## src/rtl/rv_iopmp_pkg.sv

```systemverilog
// +------------------------------------------------------------------+
// | rv_iopmp_pkg : shared IOPMP types                                |
// | Rev 1.0                                                          |
// +------------------------------------------------------------------+
`default_nettype none

package rv_iopmp_pkg;
  // Transaction access type as carried on the decision-logic outputs.
  typedef logic [1:0] access_t;
endpackage

`default_nettype wire

```

## src/rtl/rv_iopmp_err_capture_if.sv

```systemverilog
// +------------------------------------------------------------------+
// | rv_iopmp_err_capture_if : decision-logic error report bundle     |
// | Rev 1.0                                                          |
// +------------------------------------------------------------------+
`default_nettype none

interface rv_iopmp_err_capture_if #(
  parameter int SID_WIDTH  = 8,
  parameter int ADDR_WIDTH = 64,
  parameter int EIDX_WIDTH = 16
);
  logic                    err_valid;
  logic                    err_transaction;
  logic [2:0]              err_type;
  logic [EIDX_WIDTH-1:0]   err_entry_index;
  logic [SID_WIDTH-1:0]    sid;
  logic [ADDR_WIDTH-1:0]   addr;
  rv_iopmp_pkg::access_t   access_type;

  modport master (
    output err_valid, err_transaction, err_type, err_entry_index, sid, addr, access_type
  );

  modport slave (
    input  err_valid, err_transaction, err_type, err_entry_index, sid, addr, access_type
  );
endinterface

`default_nettype wire

```

## src/rtl/rv_iopmp_err_capture.sv

```systemverilog
// +------------------------------------------------------------------+
// | rv_iopmp_err_capture : first-error record, overflow count, IRQ   |
// | Optional MSI signalling with macro RV_IOPMP_ERR_MSI_EN. Rev 1.0  |
// +------------------------------------------------------------------+
`default_nettype none

module rv_iopmp_err_capture #(
  parameter int SID_WIDTH     = 8,
  parameter int ADDR_WIDTH    = 64,
  parameter int EIDX_WIDTH    = 16,
  parameter int OVF_CNT_WIDTH = 8
) (
  input  logic                     clk_i,
  input  logic                     rst_i,
  rv_iopmp_err_capture_if.slave    dl,
  input  logic                     ie_i,
  input  logic                     err_clr_i,
`ifdef RV_IOPMP_ERR_MSI_EN
  input  logic [ADDR_WIDTH-1:0]    msi_addr_i,
  input  logic [10:0]              msi_data_i,
  input  logic                     msi_en_i,
  output logic                     msi_req_o,
  input  logic                     msi_ready_i,
  output logic [ADDR_WIDTH-1:0]    msi_addr_o,
  output logic [10:0]              msi_data_o,
`endif
  output logic                     err_v_o,
  output logic [1:0]               err_ttype_o,
  output logic [2:0]               err_etype_o,
  output logic [ADDR_WIDTH-1:0]    err_addr_o,
  output logic [SID_WIDTH-1:0]     err_sid_o,
  output logic [EIDX_WIDTH-1:0]    err_eid_o,
  output logic                     err_ovf_o,
  output logic [OVF_CNT_WIDTH-1:0] ovf_cnt_o,
  output logic                     irq_o
);

  typedef enum logic [1:0] {
    ST_IDLE     = 2'd0,
    ST_LOGGED   = 2'd1
`ifdef RV_IOPMP_ERR_MSI_EN
    ,ST_MSI_PEND = 2'd2
`endif
  } state_e;

  state_e                   state_q;
  logic                     err_v_q;
  logic [1:0]               ttype_q;
  logic [2:0]               etype_q;
  logic [ADDR_WIDTH-1:0]    addr_q;
  logic [SID_WIDTH-1:0]     sid_q;
  logic [EIDX_WIDTH-1:0]    eid_q;
  logic                     ovf_q;
  logic [OVF_CNT_WIDTH-1:0] ovf_cnt_q;
  logic [OVF_CNT_WIDTH-1:0] ovf_cnt_d;

  logic err_hit_w;
  logic capture_w;
  logic clear_w;
  logic drop_w;
  logic msi_go_w;

`ifdef RV_IOPMP_ERR_MSI_EN
  logic                  msi_req_q;
  logic                  clr_pend_q;
  logic [ADDR_WIDTH-1:0] msi_addr_q;
  logic [10:0]           msi_data_q;
`endif

  // A clear arriving with a new error is a clear followed by a fresh capture.
  always_comb begin
    err_hit_w = dl.err_valid & dl.err_transaction;
    capture_w = 1'b0;
    clear_w   = 1'b0;
    case (state_q)
      ST_IDLE: begin
        capture_w = err_hit_w;
      end
      ST_LOGGED: begin
        clear_w   = err_clr_i;
        capture_w = err_clr_i & err_hit_w;
      end
`ifdef RV_IOPMP_ERR_MSI_EN
      // Clears wait here until the MSI handshake completes.
      ST_MSI_PEND: begin
        clear_w   = msi_ready_i & (clr_pend_q | err_clr_i);
        capture_w = clear_w & err_hit_w;
      end
`endif
      default: begin
        capture_w = 1'b0;
      end
    endcase
    drop_w    = err_hit_w & ~capture_w;
    ovf_cnt_d = (ovf_cnt_q == {OVF_CNT_WIDTH{1'b1}}) ? ovf_cnt_q
                                                     : ovf_cnt_q + OVF_CNT_WIDTH'(1);
`ifdef RV_IOPMP_ERR_MSI_EN
    msi_go_w  = ie_i & msi_en_i;
`else
    msi_go_w  = 1'b0;
`endif
  end

  always_ff @(posedge clk_i or posedge rst_i) begin
    if (rst_i) begin
      state_q    <= ST_IDLE;
      err_v_q    <= 1'b0;
      ttype_q    <= '0;
      etype_q    <= '0;
      addr_q     <= '0;
      sid_q      <= '0;
      eid_q      <= '0;
      ovf_q      <= 1'b0;
      ovf_cnt_q  <= '0;
`ifdef RV_IOPMP_ERR_MSI_EN
      msi_req_q  <= 1'b0;
      clr_pend_q <= 1'b0;
      msi_addr_q <= '0;
      msi_data_q <= '0;
`endif
    end else if (capture_w) begin
      err_v_q    <= 1'b1;
      ttype_q    <= dl.access_type;
      etype_q    <= dl.err_type;
      addr_q     <= dl.addr;
      sid_q      <= dl.sid;
      eid_q      <= dl.err_entry_index;
      ovf_q      <= 1'b0;
      ovf_cnt_q  <= '0;
`ifdef RV_IOPMP_ERR_MSI_EN
      state_q    <= msi_go_w ? ST_MSI_PEND : ST_LOGGED;
      msi_req_q  <= msi_go_w;
      clr_pend_q <= 1'b0;
      msi_addr_q <= msi_addr_i;
      msi_data_q <= msi_data_i;
`else
      state_q    <= msi_go_w ? ST_IDLE : ST_LOGGED;
`endif
    end else if (clear_w) begin
      state_q    <= ST_IDLE;
      err_v_q    <= 1'b0;
      ovf_q      <= 1'b0;
      ovf_cnt_q  <= '0;
`ifdef RV_IOPMP_ERR_MSI_EN
      msi_req_q  <= 1'b0;
      clr_pend_q <= 1'b0;
`endif
    end else begin
      if (drop_w) begin
        ovf_q     <= 1'b1;
        ovf_cnt_q <= ovf_cnt_d;
      end
`ifdef RV_IOPMP_ERR_MSI_EN
      if (state_q == ST_MSI_PEND) begin
        if (err_clr_i) begin
          clr_pend_q <= 1'b1;
        end
        if (msi_ready_i) begin
          state_q   <= ST_LOGGED;
          msi_req_q <= 1'b0;
        end
      end
`endif
    end
  end

  assign err_v_o     = err_v_q;
  assign err_ttype_o = ttype_q;
  assign err_etype_o = etype_q;
  assign err_addr_o  = addr_q;
  assign err_sid_o   = sid_q;
  assign err_eid_o   = eid_q;
  assign err_ovf_o   = ovf_q;
  assign ovf_cnt_o   = ovf_cnt_q;

`ifdef RV_IOPMP_ERR_MSI_EN
  assign irq_o      = err_v_q & ie_i & ~msi_en_i;
  assign msi_req_o  = msi_req_q;
  assign msi_addr_o = msi_addr_q;
  assign msi_data_o = msi_data_q;
`else
  assign irq_o      = err_v_q & ie_i;
`endif

endmodule

`default_nettype wire
```

## src/flat_wrapper.sv

```systemverilog
// flat-port wrapper written by rule: the top's interface ports become plain ports
module rv_iopmp_err_capture_flat 
#(
  parameter int SID_WIDTH     = 8,
  parameter int ADDR_WIDTH    = 64,
  parameter int EIDX_WIDTH    = 16,
  parameter int OVF_CNT_WIDTH = 8
)
  (clk_i, rst_i, ie_i, err_clr_i, err_v_o, err_ttype_o, err_etype_o, err_addr_o, err_sid_o, err_eid_o, err_ovf_o, ovf_cnt_o, irq_o, dl_err_valid, dl_err_transaction, dl_err_type, dl_err_entry_index, dl_sid, dl_addr, dl_access_type);
  rv_iopmp_err_capture_if #(.SID_WIDTH(SID_WIDTH), .ADDR_WIDTH(ADDR_WIDTH), .EIDX_WIDTH(EIDX_WIDTH)) dl_i ();
  input  logic clk_i;
  input  logic rst_i;
  input  logic ie_i;
  input  logic err_clr_i;
  output logic err_v_o;
  output logic [1:0] err_ttype_o;
  output logic [2:0] err_etype_o;
  output logic [ADDR_WIDTH-1:0] err_addr_o;
  output logic [SID_WIDTH-1:0] err_sid_o;
  output logic [EIDX_WIDTH-1:0] err_eid_o;
  output logic err_ovf_o;
  output logic [OVF_CNT_WIDTH-1:0] ovf_cnt_o;
  output logic irq_o;
  input wire logic [$bits(dl_i.err_valid)-1:0] dl_err_valid;
  input wire logic [$bits(dl_i.err_transaction)-1:0] dl_err_transaction;
  input wire logic [$bits(dl_i.err_type)-1:0] dl_err_type;
  input wire logic [$bits(dl_i.err_entry_index)-1:0] dl_err_entry_index;
  input wire logic [$bits(dl_i.sid)-1:0] dl_sid;
  input wire logic [$bits(dl_i.addr)-1:0] dl_addr;
  input wire logic [$bits(dl_i.access_type)-1:0] dl_access_type;
  assign dl_i.err_valid = dl_err_valid;
  assign dl_i.err_transaction = dl_err_transaction;
  assign dl_i.err_type = dl_err_type;
  assign dl_i.err_entry_index = dl_err_entry_index;
  assign dl_i.sid = dl_sid;
  assign dl_i.addr = dl_addr;
  assign dl_i.access_type = dl_access_type;
  rv_iopmp_err_capture #(.SID_WIDTH(SID_WIDTH), .ADDR_WIDTH(ADDR_WIDTH), .EIDX_WIDTH(EIDX_WIDTH), .OVF_CNT_WIDTH(OVF_CNT_WIDTH)) u_core (.clk_i(clk_i), .rst_i(rst_i), .dl(dl_i), .ie_i(ie_i), .err_clr_i(err_clr_i), .err_v_o(err_v_o), .err_ttype_o(err_ttype_o), .err_etype_o(err_etype_o), .err_addr_o(err_addr_o), .err_sid_o(err_sid_o), .err_eid_o(err_eid_o), .err_ovf_o(err_ovf_o), .ovf_cnt_o(ovf_cnt_o), .irq_o(irq_o));
endmodule
```

## config.mk

```make
export PLATFORM = sky130hd
export DESIGN_NAME = rv_iopmp_err_capture_flat
export DESIGN_NICKNAME = d
export VERILOG_FILES = /design/src/rtl/rv_iopmp_pkg.sv /design/src/rtl/rv_iopmp_err_capture_if.sv /design/src/rtl/rv_iopmp_err_capture.sv /design/src/flat_wrapper.sv
export SDC_FILE = /design/constraint.sdc
export NUM_CORES = 1
export LEC_CHECK = 0
export ABC_CLOCK_PERIOD_IN_PS = 3500
export BUFFER_PORTS_ARGS = -buffer_cell sky130_fd_sc_hd__buf_2
export CAP_MARGIN = 20
export CORE_MARGIN = 10
export CORE_UTILIZATION = 42
export DETAILED_ROUTE_END_ITERATION = 16
export PLACE_DENSITY_LB_ADDON = 0.12
export RECOVER_POWER = 50
export SYNTH_ARGS = -nofsm -noshare
export SYNTH_HDL_FRONTEND = slang
export SYNTH_SLANG_ARGS = --single-unit
```

## constraint.sdc

```tcl
create_clock -name clk_i -period 3.5 [get_ports clk_i]
set_input_delay 0.7 -clock clk_i [delete_from_list [all_inputs] [get_ports clk_i]]
set_output_delay 0.7 -clock clk_i [all_outputs]
set_load 0.1 [all_outputs]
```

==> impl_results.md, run 1 <==
- Status: finished, violations left
- Violated checks: max-capacitance violations, max-slew violations
- DRT Wirelength: 11.35 mm
- Fin util: 55.24%
- LEAKAGE: 2.903 nW
- Number of synthesized flops with an enable pin: 0
- Gpl congestion: 0.7926
- IO Port Bufs: 202
- Vias in the first global route: 3168
- CTS max path bufs: 2
- Pint: 0.002177 W
- P_sw: 0.002251 W
- Max Fanout on Critical Path: 38
- I/O pin total: 203
- Clock Latency Late Sink: 0.36 ns
- DRC: 0
- DR iter-0 viols: 133
- Post_cts resized: 0
- Synth top area share: 59.06%
- PD cells: 783.6 mW/mm^2
- Switching part of the total: 50.83%
- Rows: 37
- Max layer used: met4
- Starting Density: 42.66%
- First-pass GRT wire length: 17.42 mm
- Count leader, synth: dfrtp_1
- Antenna Nets Post-Route: 0
- Max-slew headroom: -50.20%
- Crit Path Class: primary input to flip-flop
- Die area: 0.01487 sq mm
- Clock Pin Slew Worst Setup and Hold Paths: 0.09 ns
- Synth Warn #: 0
- Die extent in y: 121.9 um
- Post-synth top flop: dfrtp_1
- Post-route clock period utilization: 69.82%
- Clock sinks: 103
- Number of library cell types mapped by synthesis: 34
- Total setup buffers inserted after CTS: 0
- Sequential share of power: 33.9%
- Gate Count Post-Synth: 266
- CTS tree: built
- Clk pwr share: 17.6%
- R2R setup slack: 1.37 ns
- Final Max Slew Viols: 50
- Hold bufs inserted after CTS: 0
- R2r endpoint: u_core.err_addr_o[9]
- Multi-input gate area: 0.001650 sq mm
- TNS Setup: 0 ns
- Worst EP required: 3.75 ns
- Final count of hold timing violations: 0
- Hold wc startpoint: u_core.err_addr_o[5]
- Startpoint types: primary input
- Fin crit period: 2.444 ns
- Fraction of layout cells with a size suffix above 1: 57.89%
- Max Clk Rate: 409.2 MHz
- Wire length on met3: 1.163 mm
- Post-Syn Area per Cell: 16.41 sq um
- Detailed Place HPWL: 8.669 mm
- Worst IR drop on VDD: 376.6 uV
- Top post-synthesis cells by area: dfrtp_1 (59%), mux2_4 (24%), mux2_2 (5.9%)
- DR pass1 iterations: 4
- GRT Overall Usage: 14.89%
- DP Cell Count: 595
- R2R depth: 4
- M1 WL: 4.439 mm
- Synth async-reset ratio: 100.0%
- Fin cells: 612
- Final setup violation count: 0
- H-tree depth: 3
- Worst slew pin tran: 2.241 ns
- P&R area growth vs syn: 29.50%
- Largest net degree at the start of global routing: 55
- Fill cell count: 906
- Worst r2r src: u_core.err_v_o
- Final instance area: 0.005652 sq mm
- RSZ-0062 raised after global routing: false
- Power share of the combinational group: 48.5%
- Max-Cap Viols: 1
- Via-to-Cell Ratio: 4.773
- Worst Setup End Kind: flip-flop
- Root buf cell: clkbuf_8
- Number of CTS-inserted buffers: 9
- Via count: 2921
- DP Area: 0.005508 sq mm
- Initial antenna violation count: 1
- Core footprint: 0.01023 sq mm
- Die Wd: 121.9 um
- Worst Hold End: u_core.err_addr_o[5]
- Most common library cells after synthesis: dfrtp_1 (103), mux2_4 (70), mux2_2 (23)
- WL/cell: 18.55 um
- Worst hold path class: flip-flop to flip-flop
- WL met2: 5.633 mm
- Net Count, Synth: 366
- Seq/Total Area, Yosys: 59.06%
- Mapped Area: 0.004364 sq mm
- GRT overflow: 0
- Layout Skew: 0.004950 ns
- Crit path DAT: 2.69 ns
- FF+latch count, synth: 103
- Hold Path Depth: 1
- Post-layout nets: 570
- Reg area: 0.002577 sq mm
- Synth area leader: dfrtp_1
[cell type report]
| class | count | area share, % |
|---|---|---|
| flip-flops and latches | 103 | 45.61 |
| multi-input cells | 145 | 29.20 |
| repair buffers | 205 | 18.02 |
| well taps | 136 | 3.011 |
| clock buffers | 13 | 2.989 |
| clock inverters | 3 | 0.7084 |
| inverters | 6 | 0.4206 |
| diodes | 1 | 0.04428 |
[power groups by stage]
stage	clock [W]	sequential [W]	combinational [W]
5_1_grt	0.000846	0.00153	0.00221
2_1_floorplan	0	0.00298	0.000355
4_1_cts	0.000811	0.00150	0.00219
3_3_place_gp	0	0.00151	0.00218
3_5_place_dp	0	0.00152	0.00219
6_report	0.000780	0.00150	0.00215
[state kept, by name, indices dropped and copies added (netlist names)]
signal / count
u_core.err_addr_o: 64
u_core.err_eid_o: 16
u_core.err_sid_o: 8
u_core.ovf_cnt_o: 8
u_core.err_etype_o: 3
u_core.err_ttype_o: 2
u_core.err_ovf_o: 1
u_core.err_v_o: 1
[layout by cell type, fill, tap and decap left out, types with 2 or more instances in the layout]
cell      count
nand2_1       9
a41oi_1       2
buf_12        3
clkbuf_8     12
mux2_2       23
buf_2       160
o31ai_1       2
a21oi_1       2
mux2_4       70
and2_1        2
inv_1         5
clkinv_2      2
nor2_1        2
o211ai_1      2
o21ai_0       3
a211oi_1      5
clkbuf_1     43
a211o_1       3
dfrtp_1     103
nand3_1       4
[worst max-delay path, cell delays in order]
cell	delay, ns
buf_2	0.09
and2_0	0.63
nand2_4	0.56
buf_12	0.37
mux2_4	0.32
[routing by layer]
metal,GRT usage (%),up-vias
met4,6.483,0
met5,0,-
met2,24.06,119
met3,6.152,8
met1,17.03,1437
li1,-,1357
[metrics by stage]
stage / total power, W / setup WS (ns) / hold slack (ns)
2_1_floorplan: 0.003340 / 0.09616 / 0.8485
3_3_place_gp: 0.003691 / 0.9685 / 0.4822
3_5_place_dp: 0.003710 / 0.9048 / 0.4863
4_1_cts: 0.004503 / 1.177 / 0.4238
5_1_grt: 0.004584 / 0.9413 / 0.5259
6_report: 0.004429 / 1.056 / 0.5095
[worst max-delay path by stage]
stage	from	to	slack (ns)	cells after the start
floorplan	rst_i	u_core.err_addr_o[0]	0.1	1
global placement	dl_err_valid	u_core.err_eid_o[5]	0.97	5
detailed placement	dl_err_valid	u_core.err_eid_o[3]	0.90	5
CTS	u_core.err_v_o	irq_o	1.18	2
global route	dl_err_valid	u_core.err_eid_o[3]	0.94	5
finish	dl_err_valid	u_core.err_addr_o[28]	1.06	5
[logic make-up (layout without fill, tap and decap cells)]
group / count (synthesis) / after routing / share of synthesized area, %
AO/OA/AOI/OAI: 23 / 23 / 3.842
adder cells (fa/ha/maj): 1 / 1 / 0.2867
buffers and inverters: 18 / 227 / 2.982
flip-flops: 103 / 103 / 59.06
multiplexers: 94 / 94 / 30.25
other: 0 / 1 / 0
AND/OR/NAND/NOR: 27 / 27 / 3.584
Power figures use the tool's default switching activity.
==> run 2, diff against run 1 <==
--- a/config.mk
+++ b/config.mk
@@ -5,11 +5,11 @@
 export SDC_FILE = /design/constraint.sdc
 export NUM_CORES = 1
 export LEC_CHECK = 0
-export ABC_CLOCK_PERIOD_IN_PS = 3500
+export ABC_CLOCK_PERIOD_IN_PS = 2500
 export BUFFER_PORTS_ARGS = -buffer_cell sky130_fd_sc_hd__buf_2
 export CAP_MARGIN = 20
 export CORE_MARGIN = 10
-export CORE_UTILIZATION = 42
+export CORE_UTILIZATION = 47
 export DETAILED_ROUTE_END_ITERATION = 16
 export PLACE_DENSITY_LB_ADDON = 0.12
 export RECOVER_POWER = 50
==> constraint.sdc (replaced) <==
create_clock -name clk_i -period 2.5 [get_ports clk_i]
set_input_delay 0.5 -clock clk_i [delete_from_list [all_inputs] [get_ports clk_i]]
set_output_delay 0.5 -clock clk_i [all_outputs]
set_load 0.1 [all_outputs]
==> run 2 against run 1 <==
Flip-flop and latch count is the same. Setup slack lost 0.68 ns. Clock skew grew 0.0079 ns. Worst hold slack lost 0.37 ns. Total power grew 43%. Largest cell class unchanged. Clock power grew 56%. The flow now finishes without violations. Final cell count shrank 4.1%. Non-clock buffer count is the same. Via count grew 0.38%. Global-route usage grew 1.7 points. Combinational power grew 40%. Highest routed layer unchanged.
==> impl_results.md, run 2 (synthesized netlist as in run 1, its figures left out) <==
- LEAKAGE: 2.897 nW (was 2.903 nW)
- Fin Hold WS: 0.1429 ns (was 0.5095 ns)
- Die area: 0.01354 sq mm (was 0.01487 sq mm)
- Startpoint types: flip-flop (was primary input)
- Gpl congestion: 0.7575 (was 0.7926)
- Status: finished, final reports clean (was finished, violations left)
- Max Fanout on Critical Path: 2 (was 38)
- PD cells: 1122 mW/mm^2 (was 783.6 mW/mm^2)
- Max-Cap Viols: 0 (was 1)
- DR iter-0 viols: 210 (was 133)
- CTS tree: built (unchanged)
- DRT Wirelength: 11.16 mm (was 11.35 mm)
- Clock Pin Slew Worst Setup and Hold Paths: 0.10 ns (was 0.09 ns)
- Number of CTS-inserted buffers: 9 (unchanged)
- Worst slew pin tran: 1.226 ns (was 2.241 ns)
- Fin crit period: 2.126 ns
- Crit-path cells: clkbuf_1 (was buf_2 > and2_0 > nand2_4 > buf_12 > mux2_4)
- H-tree depth: 3 (unchanged)
- Crit Path Class: flip-flop to primary output (was primary input to flip-flop)
- Worst path slowest cell: clkbuf_1 (was and2_0)
- P&R area growth vs syn: 29.16% (was 29.50%)
- Via count: 2932 (was 2921)
- IO Port Bufs: 202 (unchanged)
- Final instance area: 0.005637 sq mm (was 0.005652 sq mm)
- Final setup violation count: 0 (unchanged)
- Root buf cell: clkbuf_8 (unchanged)
- TNS Setup: 0 ns (unchanged)
- Starting Density: 47.68% (was 42.66%)
- Clock Latency Late Sink: 0.36 ns (about the same)
- Post-layout nets: 570 (unchanged)
- Worst Setup End Kind: primary output (was flip-flop)
- First-pass GRT wire length: 17.60 mm (was 17.42 mm)
- GRT Overall Usage: 16.64% (was 14.89%)
- Wire length on met3: 1.205 mm (was 1.163 mm)
- Crit path DAT: 1.63 ns (was 2.69 ns)
- Hold bufs inserted after CTS: 0 (unchanged)
- Largest net degree at the start of global routing: 92 (was 55)
- Max-slew headroom: 18.62% (was -50.20%)
- Antenna Nets Post-Route: 0 (unchanged)
- DP Area: 0.005479 sq mm (was 0.005508 sq mm)
- I/O pin total: 203 (unchanged)
- Die Wd: 116.4 um (was 121.9 um)
- WL met2: 5.291 mm (was 5.633 mm)
- Rows: 35 (was 37)
- Most frequent cells in the layout: buf_2 (155), dfrtp_1 (103), mux2_4 (70) (was buf_2 (160), dfrtp_1 (103), mux2_4 (70))
- DRC: 0 (unchanged)
- CTS max path bufs: 2 (unchanged)
- Post-route clock period utilization: 85.03%
- DR pass1 iterations: 4 (unchanged)
- Initial antenna violation count: 0 (was 1)
- Clock sinks: 103 (unchanged)
- CP max stage delay: 0.90 ns (was 0.63 ns)
- Fill cell count: 747 (was 906)
- WL/cell: 19.01 um (was 18.55 um)
- Layout Skew: 0.01290 ns (was 0.004950 ns)
- Post_cts resized: 0 (unchanged)
- M1 WL: 4.505 mm (was 4.439 mm)
- Max Clk Rate: 470.4 MHz
- Total setup buffers inserted after CTS: 0 (unchanged)
- Largest register FFs: 64 (unchanged)
- Final count of hold timing violations: 0 (unchanged)
- Vias in the first global route: 3259 (was 3168)
- RSZ-0062 raised after global routing: false (unchanged)
- Detailed Place HPWL: 8.376 mm (was 8.669 mm)
- Max layer used: met4 (unchanged)
- Worst hold path class: primary input to async pin (was flip-flop to flip-flop)
- Via-to-Cell Ratio: 4.995 (was 4.773)
- Core footprint: 0.009153 sq mm (was 0.01023 sq mm)
- GRT overflow: 0 (unchanged)
- Worst EP required: 2.00 ns (was 3.75 ns)
- Worst Path Buf+Inv: 1 (was 2)
- Fraction of layout cells with a size suffix above 1: 57.05% (was 57.89%)
- CP delay by family, top: buffers and inverters (was simple AND/OR/NAND/NOR gates)
- Final Max Slew Viols: 0 (was 50)
- Die extent in y: 116.4 um (was 121.9 um)
- Commonest non-fill, non-tap cell in the layout: buf_2 (unchanged)
- Worst IR drop on VDD: 825.9 uV (was 376.6 uV)
run 2: changes by cell type in the layout (fill, tap and decap cells not counted):
| cell | delta |
|---|---|
| buf_2 | -5 |
| clkbuf_1 | +5 |
| clkinv_2 | -2 |
| and2_1 | -1 |
| and2_2 | +1 |
| buf_12 | -1 |
| bufinv_16 | +1 |
| clkbuf_4 | +1 |
| clkbuf_8 | +1 |
run 2: metal layers:
metal / track usage [%] / vias to the layer above
met3: 7.396 / 13
met5: 0 / -
met4: 5.088 / 0
met2: 26.28 / 139
li1: - / 1354
met1: 19.98 / 1426
run 2: worst paths after layout:
path                                       start                     to  slack, ns  cells past startpoint
max in group asynchronous                  rst_i    u_core.err_eid_o[7]       0.75                      3
min                                        rst_i  u_core.err_addr_o[10]       0.14                      2
min reg2reg                u_core.err_addr_o[54]  u_core.err_addr_o[54]       0.51                      1
min in group clk_i                   dl_addr[35]  u_core.err_addr_o[35]       0.36                      2
max reg2reg                  u_core.ovf_cnt_o[0]    u_core.ovf_cnt_o[0]       0.60                      5
max                        u_core.err_addr_o[30]         err_addr_o[30]       0.37                      1
run 2: cell type report:
| type | count | area [sq um] | share of cell area (%) |
|---|---|---|---|
| diodes | 1 | 2.502 | 0.04440 |
| clock buffers | 14 | 182.7 | 3.241 |
| clock inverters | 2 | 60.06 | 1.065 |
| inverters | 6 | 23.77 | 0.4218 |
| multi-input cells | 145 | 1652 | 29.30 |
| flip-flops and latches | 103 | 2577 | 45.73 |
| well taps | 111 | 138.9 | 2.464 |
| repair buffers | 205 | 999.7 | 17.74 |
run 2: power breakdown:
| group | switching [W] | total [W] | internal, W |
|---|---|---|---|
| clock | 0.000547 | 0.00122 | 0.000675 |
| sequential | 0.000155 | 0.00210 | 0.00194 |
| combinational | 0.00245 | 0.00301 | 0.000555 |
run 2: metrics by stage:
step | power [W] | util, % | setup slack [ns] | instances
4_1_cts | 0.006440 | 62.52 | 0.3632 | 586
3_3_place_gp | 0.005165 | 59.86 | 0.5642 | 570
6_report | 0.006326 | 61.59 | 0.3744 | 587
3_5_place_dp | 0.005191 | 59.86 | 0.5347 | 570
5_1_grt | 0.006583 | 61.56 | 0.3087 | 586
2_1_floorplan | 0.004676 | - | 0.2157 | 266
